===== src/rtl/cam_pixel_capture.sv =====
// cam_pixel_capture: converts an OV-style byte stream (vsync/href/data) into
// RGB444 frame-buffer writes with line-aligned addressing, plus per-frame
// line/pixel statistics and sticky error flags for debug.
module cam_pixel_capture #(
  parameter int H_ACTIVE  = 640,
  parameter int V_ACTIVE  = 480,
  parameter int SYNC_FILT = 8
) (
  input  logic        cam_in_clk,
  input  logic        rstn,
  input  logic        cam_vsynk,
  input  logic        cam_href,
  input  logic [7:0]  cam_data,
  input  logic        capture_en,
  output logic        WriteEn,
  output logic [18:0] WriteAdd,
  output logic [11:0] WriteData,
  output logic        frame_start,
  output logic        frame_done,
  output logic [9:0]  line_count,
  output logic [10:0] last_line_len,
  output logic [3:0]  err_flags
);

  localparam logic [18:0] PIX_LIMIT = 19'(H_ACTIVE * V_ACTIVE);
  localparam logic [18:0] PIX_LAST  = 19'(H_ACTIVE * V_ACTIVE - 1);
  localparam logic [18:0] H_STEP    = 19'(H_ACTIVE);
  localparam logic [10:0] H_LEN     = 11'(H_ACTIVE);
  localparam logic [9:0]  V_LEN     = 10'(V_ACTIVE);

  typedef enum logic [1:0] {
    IDLE    = 2'd0,
    WAIT_VS = 2'd1,
    ACTIVE  = 2'd2
  } state_t;

  // input stage (S1)
  logic                 vsync_s1_q, vsync_s1_d;
  logic                 href_s1_q, href_s1_d;
  logic [7:0]           data_s1_q, data_s1_d;
  logic                 href_prev_q, href_prev_d;

  // vsync filter
  logic [SYNC_FILT-1:0] filt_q, filt_d;
  logic                 filt_full_q, filt_full_d;
  logic                 vs_start;

  // capture state
  state_t               state_q, state_d;
  logic [18:0]          line_base_q, line_base_d;
  logic [10:0]          column_q, column_d;
  logic                 phase_q, phase_d;
  logic [3:0]           red_q, red_d;
  logic [18:0]          pix_addr;

  // registered outputs
  logic                 write_en_q, write_en_d;
  logic [18:0]          write_add_q, write_add_d;
  logic [11:0]          write_data_q, write_data_d;
  logic                 frame_start_q, frame_start_d;
  logic                 frame_done_q, frame_done_d;
  logic [9:0]           line_count_q, line_count_d;
  logic [10:0]          last_line_len_q, last_line_len_d;
  logic [3:0]           err_flags_q, err_flags_d;

  // input register and vsync filter next-state
  always_comb begin
    vsync_s1_d  = cam_vsynk;
    href_s1_d   = cam_href;
    data_s1_d   = cam_data;
    href_prev_d = href_s1_q;
    filt_d      = {filt_q[SYNC_FILT-2:0], vsync_s1_q & ~href_s1_q};
    filt_full_d = (filt_q == '1);
    vs_start    = (filt_q == '1) && !filt_full_q;
  end

  // capture FSM, byte pairing, line close and statistics
  always_comb begin
    state_d         = state_q;
    line_base_d     = line_base_q;
    column_d        = column_q;
    phase_d         = phase_q;
    red_d           = red_q;
    write_en_d      = 1'b0;
    write_add_d     = write_add_q;
    write_data_d    = write_data_q;
    frame_start_d   = vs_start;
    frame_done_d    = 1'b0;
    line_count_d    = line_count_q;
    last_line_len_d = last_line_len_q;
    err_flags_d     = err_flags_q;
    pix_addr        = line_base_q + {8'd0, column_q};

    // Flags are cleared one cycle after the frame_start pulse so the
    // closing frame's status is still visible alongside frame_done.
    if (frame_start_q) begin
      err_flags_d = '0;
    end

    case (state_q)
      IDLE: begin
        if (capture_en) begin
          state_d = WAIT_VS;
        end
      end

      WAIT_VS: begin
        if (vs_start) begin
          state_d      = ACTIVE;
          line_base_d  = '0;
          column_d     = '0;
          phase_d      = 1'b0;
          line_count_d = '0;
        end
      end

      ACTIVE: begin
        if (vs_start) begin
          frame_done_d = 1'b1;
          if (line_count_q != V_LEN) begin
            err_flags_d[3] = 1'b1;
          end
          if (capture_en) begin
            line_base_d  = '0;
            column_d     = '0;
            phase_d      = 1'b0;
            line_count_d = '0;
          end else begin
            state_d = IDLE;
          end
        end else if (href_s1_q) begin
          if (!phase_q) begin
            red_d   = data_s1_q[3:0];
            phase_d = 1'b1;
          end else begin
            phase_d = 1'b0;
            if (column_q != 11'h7FF) begin
              column_d = column_q + 11'd1;
            end
            if (column_q < H_LEN) begin
              if (pix_addr <= PIX_LAST) begin
                write_en_d   = 1'b1;
                write_add_d  = pix_addr;
                write_data_d = {red_q, data_s1_q};
              end else begin
                err_flags_d[2] = 1'b1;
              end
            end
          end
        end else begin
          phase_d = 1'b0;
          if (href_prev_q) begin
            last_line_len_d = column_q;
            if (column_q != H_LEN) begin
              err_flags_d[0] = 1'b1;
            end
            if (phase_q) begin
              err_flags_d[1] = 1'b1;
            end
            if (line_base_q < PIX_LIMIT) begin
              line_base_d = line_base_q + H_STEP;
            end
            if (line_count_q != 10'h3FF) begin
              line_count_d = line_count_q + 10'd1;
            end
            column_d = '0;
          end
        end
      end

      default: begin
        state_d = IDLE;
      end
    endcase
  end

  // all state registers, asynchronous active-low reset
  always_ff @(posedge cam_in_clk or negedge rstn) begin
    if (!rstn) begin
      vsync_s1_q      <= 1'b0;
      href_s1_q       <= 1'b0;
      data_s1_q       <= '0;
      href_prev_q     <= 1'b0;
      filt_q          <= '0;
      filt_full_q     <= 1'b0;
      state_q         <= IDLE;
      line_base_q     <= '0;
      column_q        <= '0;
      phase_q         <= 1'b0;
      red_q           <= '0;
      write_en_q      <= 1'b0;
      write_add_q     <= '0;
      write_data_q    <= '0;
      frame_start_q   <= 1'b0;
      frame_done_q    <= 1'b0;
      line_count_q    <= '0;
      last_line_len_q <= '0;
      err_flags_q     <= '0;
    end else begin
      vsync_s1_q      <= vsync_s1_d;
      href_s1_q       <= href_s1_d;
      data_s1_q       <= data_s1_d;
      href_prev_q     <= href_prev_d;
      filt_q          <= filt_d;
      filt_full_q     <= filt_full_d;
      state_q         <= state_d;
      line_base_q     <= line_base_d;
      column_q        <= column_d;
      phase_q         <= phase_d;
      red_q           <= red_d;
      write_en_q      <= write_en_d;
      write_add_q     <= write_add_d;
      write_data_q    <= write_data_d;
      frame_start_q   <= frame_start_d;
      frame_done_q    <= frame_done_d;
      line_count_q    <= line_count_d;
      last_line_len_q <= last_line_len_d;
      err_flags_q     <= err_flags_d;
    end
  end

  assign WriteEn       = write_en_q;
  assign WriteAdd      = write_add_q;
  assign WriteData     = write_data_q;
  assign frame_start   = frame_start_q;
  assign frame_done    = frame_done_q;
  assign line_count    = line_count_q;
  assign last_line_len = last_line_len_q;
  assign err_flags     = err_flags_q;

endmodule


===== config.mk =====
export PLATFORM = sky130hd
export DESIGN_NAME = cam_pixel_capture
export DESIGN_NICKNAME = d
export VERILOG_FILES = /design/src/rtl/cam_pixel_capture.sv
export SDC_FILE = /design/constraint.sdc
export NUM_CORES = 1
export LEC_CHECK = 0
export CORE_MARGIN = 2
export CORE_UTILIZATION = 43
export DETAILED_ROUTE_END_ITERATION = 6
export MAX_ROUTING_LAYER = met4
export PLACE_DENSITY = 0.73
export SLEW_MARGIN = 20
export SYNTH_ARGS = -nofsm -noshare
export SYNTH_HDL_FRONTEND = slang
export SYNTH_SLANG_ARGS = --single-unit

===== constraint.sdc =====
create_clock -name cam_in_clk -period 2.81 [get_ports cam_in_clk]
set_input_delay 0.562 -clock cam_in_clk [delete_from_list [all_inputs] [get_ports cam_in_clk]]
set_output_delay 0.562 -clock cam_in_clk [all_outputs]
set_load 0.01 [all_outputs]

==> out/metrics.csv, run 1 <==
stage;metric;value;unit
run_status;status;finished clean;
route;DR WL met2;5.165;mm
pwr;P per Cell Area;515.8;mW/mm2
synth;Synth cell types;59;
route;routed wire length;10.74;mm
setup_path;R2R depth;9;
placement;DP Area;0.005992;mm2
timing;Worst Tran Pin Value;0.8517;ns
placement;placed cell count;646;
synth;YS warnings;0;
timing;Tcrit/Tclk final;0.9615;
synth;Synth Flop Type;dfrtp_1;
setup_path;WP data required;3.03;ns
setup_path;reg2reg start;line_base_q[7];
final_layout;Non-Filler Instances;662;
setup_path;crit path max fanout;9;
setup_path;worst path arrival time;2.93;ns
route;Via Count;3604;
final_layout;Nets;540;
placement;pre-CTS setup slack;0.1106;ns
placement;post-DP HPWL;7.638;mm
pwr;sw frac;0.2371;
clock_network;worst skew pair latency;0.34;ns
final_layout;fraction of layout cells with a size suffix above 1;0.1638;
synth;Mean Syn Cell Area;11.75;um2
timing;count of pins over their slew limit;0;
route;Met1 Wirelength;4.909;mm
synth;fraction of registers with async set/reset;1.000;
route;post-route ant nets;0;
flow_run;max-cap viol count;0;
global_route;number of global-route vias before repair;3763;
pwr;switching pwr;773.0;uW
route;drt pass-1 iters;6;
pwr;VDD IR max;391.7;uV
route;highest metal used;met4;
global_route;first-pass GRT wire length;18.46;mm
clock_network;Sink Count;109;
pwr;clock share of power;0.406;
clock_network;TritonCTS buffer count;9;
pwr;P_int;2.487;mW
route;starting DRC count in detailed routing;206;
timing;Final min period;2.702;ns
timing;setup tns final;0;ns
floorplanning;Die X;112.6;um
route;DR vias/cell;5.444;
global_route;grt total ovfl;0;
placement;IO Port Bufs;71;
floorplanning;row count;39;
pwr;leak pwr;2.958;nW
setup_path;crit path from;line_base_q[7];
setup_path;endpoint class of the critical path;flip-flop;
synth;EDFF count, synth;0;
synth;flops & latches, synth;109;
clock_network;CTS max path bufs;2;
pwr;Gate power share;0.103;
timing;RSZ-0062 raised after global routing;no;
global_route;largest net degree at the start of global routing;79;
setup_path;FF-to-FF setup slack;0.11;ns
clock_network;post-CTS setup buffer count;0;
timing;# setup viols final;0;
timing;worst hold margin;0.1412;ns
setup_path;CP Class;flip-flop to flip-flop;
final_layout;Finished Core Util;0.5511;
clock_network;htree depth;3;
timing;max_slew headroom;0.4301;
pwr;total power;3.260;mW
synth;post-synth net total;458;
setup_path;Setup crit start kind;flip-flop;
global_route;antenna violations before repair;0;
synth;cell count after synthesis;432;
floorplanning;Initial Util;0.4426;
clock_network;TritonCTS clock tree;built;
final_layout;commonest non-fill, non-tap cells in the layout;dfrtp_1 (109), clkdlybuf4s50_1 (70), nand2_1 (30), nor2_1 (29), mux2_4 (27);
floorplanning;Die Y;112.6;um
pwr;Seq pwr share;0.491;
route;met3 wire length;499;um
setup_path;Worst R2R End;WriteAdd[1];
route;# DRC;0;
clock_network;Clock transition at path regs;0.07;ns
timing;Hold Vio Cnt, Final;0;
synth;Synth Cell Area;0.005075;mm2
final_layout;Synth-to-Final Area Change;24.53;%
timing;Max Fclk;370.1;MHz
clock_network;Root Buffer;clkbuf_16;
final_layout;diode count;0;
final_layout;commonest non-fill, non-tap cell in the layout;dfrtp_1;
global_route;Tot GR Track Use;0.1859;
floorplanning;die area;0.01269;mm2
floorplanning;num ports;72;
placement;Final GP Congestion;0.8973;
floorplanning;core area;0.01147;mm2
route;WL/cell;16.22;um
final_layout;cell area after layout;0.006320;mm2
min_path;Hold Crit Class;input pin to async pin;
timing;setup ws final;0.1081;ns
synth;Seq/Total Area, Yosys;0.5375;
timing;clk_skew;0.009766;ns
==> power groups by stage <==
stage               combinational (mW)  sequential, mW  clock [mW]
detailed placement               0.332            1.63           0
floorplan                        0.206            1.63           0
CTS                              0.334            1.60        1.35
global placement                 0.321            1.63           0
global route                     0.366            1.60        1.41
finish                           0.337            1.60        1.32
==> state kept, by name, summed over array words and instances (netlist names) <==
signal	count
WriteAdd	19
WriteData	12
WriteEn	1
column_q	11
data_s1_q	8
err_flags	4
filt_full_q	1
filt_q	8
frame_done	1
frame_start	1
href_prev_d	1
href_prev_q	1
last_line_len	11
line_base_q	12
line_count	10
phase_q	1
red_q	4
state_q	2
vsync_s1_q	1
==> cells by family after synthesis <==
group                    Yosys count  synth area share
AO/OA/AOI/OAI                     79            0.1072
XOR/XNOR                          20           0.03452
adder cells (fa/ha/maj)           13           0.03205
buffers and inverters             36           0.03747
flip-flops                       109            0.5375
multiplexers                      45            0.1191
AND/OR/NAND/NOR                  130            0.1322
==> worst max-delay path, stage by stage, from the launching register on <==
cell     delay (ns)
dfrtp_1        0.44
ha_1           0.29
a211o_1        0.35
a211o_1        0.29
nor2b_1        0.15
a32oi_1        0.20
a31oi_1        0.14
a21o_4         0.25
buf_4          0.19
mux2_4         0.31
==> per-layer routing <==
layer	global-route usage	up-vias
li1	-	1699
met1	0.2402	1792
met2	0.2910	97
met3	0.04482	16
met4	0.05854	0
met5	-	-
==> how the worst max path moves through the flow <==
stage | to | slack [ns]
finish | WriteAdd[1] | 0.11
CTS | WriteAdd[1] | 0.09
detailed placement | WriteAdd[6] | 0.11
global placement | WriteAdd[2] | 0.17
global route | WriteAdd[2] | 0.001
floorplan | WriteAdd[11] | 0.22
==> synth_stat cells, drive strengths merged, types with 3 or more instances <==
| cell type | instances | area [um2] |
|---|---|---|
| a211o | 3 | 26.28 |
| a21o | 4 | 37.53 |
| a21oi | 12 | 63.81 |
| and2 | 3 | 18.77 |
| and3 | 10 | 62.56 |
| buf | 9 | 87.58 |
| clkbuf | 7 | 27.52 |
| dfrtp | 109 | 2728 |
| ha | 13 | 162.7 |
| inv | 20 | 75.07 |
| mux2 | 42 | 574.3 |
| mux2i | 3 | 30.03 |
| nand2 | 31 | 123.9 |
| nand2b | 4 | 25.02 |
| nand3 | 17 | 85.08 |
| nand4 | 6 | 37.54 |
| nand4b | 3 | 26.28 |
| nor2 | 29 | 108.9 |
| nor2b | 3 | 18.77 |
| nor3 | 6 | 30.03 |
| nor4 | 5 | 31.28 |
| o21ai | 25 | 125.1 |
| o22a | 4 | 35.03 |
| o2bb2ai | 4 | 35.03 |
| o31ai | 8 | 65.06 |
| or3 | 4 | 30.03 |
| xnor2 | 10 | 87.58 |
| xor2 | 10 | 87.58 |
==> timing repair <==
action,in CTS,in global routing
resized for setup,0,3
setup endpoints to repair,0,28
hold buffers,0,0
==> final cells by class <==
| type | count | area (um2) |
|---|---|---|
| multi-input combinational | 287 | 2176 |
| clock buffer | 12 | 236.5 |
| inverter | 20 | 75.07 |
| fill | 970 | 5147 |
| clock inverter | 4 | 72.57 |
| tap | 143 | 178.9 |
| sequential | 109 | 2728 |
| timing repair buffer | 87 | 853.3 |
Power figures use the tool's default switching activity.
==> inputs of run 2 (changes only) <==
Settings changed: CAP_MARGIN from default to 20.
==> results of run 2 <==
Same layout as run 1: the final DEF is identical, and so are final timing and power.
==> inputs of run 3 (changes only) <==
Clock period 2.81 ns to 3.2 ns, I/O delays scaled along.
==> run 3 against run 2 <==
Flip-flop and latch count unchanged. Worst setup slack better by 0.13 ns. Core utilization down 0.64 points. Hold slack better by 0.20 ns. Global-route usage down 0.28 points. Power down 9.5%. Die area unchanged. First-iteration DRC count up 22%. Clock-buffer cell count down 1. Design area down 1.2%. Clock skew down 0.0047 ns. Register-to-register slack better by 0.13 ns. Critical path type unchanged. Largest power group unchanged.
==> out/metrics.csv, run 3 (same netlist as run 1, synthesis figures left out) <==
stage;metric;value;unit
run_status;status;finished clean;
route;WL/cell;16.11;um
floorplanning;num ports;72;
clock_network;TritonCTS buffer count;9;
placement;Final GP Congestion;0.9067;
floorplanning;Die X;112.6;um
final_layout;Finished Core Util;0.5447;
setup_path;R2R depth;8;
final_layout;Synth-to-Final Area Change;23.08;%
final_layout;max reg flops;19;
floorplanning;Die Y;112.6;um
route;Via Count;3574;
global_route;grt total ovfl;0;
pwr;P per Cell Area;472.4;mW/mm2
timing;# setup viols final;0;
global_route;number of global-route vias before repair;3604;
pwr;leak pwr;2.928;nW
setup_path;endpoint class of the critical path;flip-flop;
final_layout;fraction of layout cells with a size suffix above 1;0.1476;
timing;setup tns final;0;ns
pwr;VDD IR max;415.1;uV
floorplanning;die area;0.01269;mm2
route;routed wire length;10.49;mm
timing;Worst Tran Pin Value;0.8947;ns
clock_network;TritonCTS clock tree;built;
route;post-route ant nets;0;
final_layout;commonest non-fill, non-tap cells in the layout;dfrtp_1 (109), clkdlybuf4s50_1 (70), nand2_1 (30), nor2_1 (29), mux2_4 (27);
timing;max_slew headroom;0.4023;
setup_path;crit path max fanout;31;
clock_network;CTS max path bufs;2;
clock_network;Root Buffer;clkbuf_16;
timing;worst hold margin;0.3432;ns
route;DR vias/cell;5.490;
global_route;largest net degree at the start of global routing;60;
final_layout;commonest non-fill, non-tap cell in the layout;dfrtp_1;
setup_path;Setup crit start kind;flip-flop;
floorplanning;row count;39;
setup_path;CP Class;flip-flop to flip-flop;
final_layout;diode count;0;
placement;IO Port Bufs;71;
clock_network;Clock transition at path regs;0.07;ns
timing;Tcrit/Tclk final;0.9261;
clock_network;Sink Count;109;
timing;setup ws final;0.2366;ns
placement;post-DP HPWL;7.436;mm
timing;clk_skew;0.005041;ns
clock_network;htree depth;3;
min_path;Hold Crit Class;input pin to async pin;
timing;Hold Vio Cnt, Final;0;
timing;RSZ-0062 raised after global routing;no;
clock_network;post-CTS setup buffer count;0;
clock_network;worst skew pair latency;0.35;ns
timing;Final min period;2.963;ns
route;drt pass-1 iters;4;
placement;pre-CTS setup slack;0.1930;ns
route;# DRC;0;
floorplanning;Initial Util;0.4426;
flow_run;max-cap viol count;0;
setup_path;WP data required;3.43;ns
global_route;antenna violations before repair;0;
setup_path;worst path arrival time;3.20;ns
final_layout;Non-Filler Instances;651;
final_layout;Nets;530;
route;starting DRC count in detailed routing;251;
placement;placed cell count;636;
global_route;first-pass GRT wire length;18.15;mm
timing;Max Fclk;337.4;MHz
timing;count of pins over their slew limit;0;
global_route;Tot GR Track Use;0.1831;
floorplanning;core area;0.01147;mm2
run 3: cell types whose count changed in the layout (fill, tap and decap cells not counted), moves of 2 or more:
| cell | before | now |
|---|---|---|
| buf_4 | 15 | 7 |
| clkbuf_1 | 3 | 0 |
| buf_12 | 2 | 0 |
| clkbuf_8 | 0 | 2 |
| ha_1 | 11 | 13 |
run 3: worst max-delay path, stage by stage, from the launching register on:
cell and delay (ns):
dfrtp_1 0.46, ha_1 0.36, a211o_1 0.33, a21oi_2 0.25, nor2_1 0.09, xnor2_1 0.16
a31oi_2 0.27, a21o_4 0.52, mux2_2 0.39
run 3: path summary, 6_finish.rpt:
path                             start  slack, ns             to
min in group cam_in_clk      filt_q[6]       0.38      filt_q[7]
hold reg to reg              filt_q[6]       0.38      filt_q[7]
max in group asynchronous         rstn       2.09    column_q[3]
hold / removal                    rstn       0.34  line_count[3]
setup / recovery           column_q[8]       0.24   WriteData[0]
setup reg to reg           column_q[8]       0.24   WriteData[0]
run 3: timing repair:
item / 4_1_cts / 5_1_grt
endpoints found under the setup margin: 0 / 1
hold buffers: 0 / 0
resized for setup: 0 / 1
run 3: where the power goes:
group | internal (mW) | switching (mW)
registers | 1.40 | 0.00923
clock network | 0.801 | 0.472
logic | 0.0863 | 0.185
total | 2.28 | 0.667
run 3: cell type report:
| class | instances | area, um2 |
|---|---|---|
| fill | 971 | 5221 |
| clock buffer | 11 | 252.7 |
| timing repair buffer | 77 | 753.2 |
| inverter | 20 | 75.07 |
| clock inverter | 4 | 95.09 |
| multi-input combinational | 287 | 2163 |
| tap | 143 | 178.9 |
| sequential | 109 | 2728 |
run 3: stage by stage:
stage               cell area [um2]  power (mW)
global route                   6246       3.081
finish                         6246       2.950
CTS                            6240       2.979
global placement               5892       1.694
detailed placement             5892       1.701
floorplan                      5075       1.610
run 3: routing by layer:
metal | global-route usage | share of wire | up-vias
met5 | - | 0 | -
met4 | 0.05610 | 0.015 | 0
met3 | 0.04752 | 0.053 | 14
met2 | 0.2774 | 0.47 | 103
met1 | 0.2433 | 0.46 | 1773
li1 | - | - | 1684
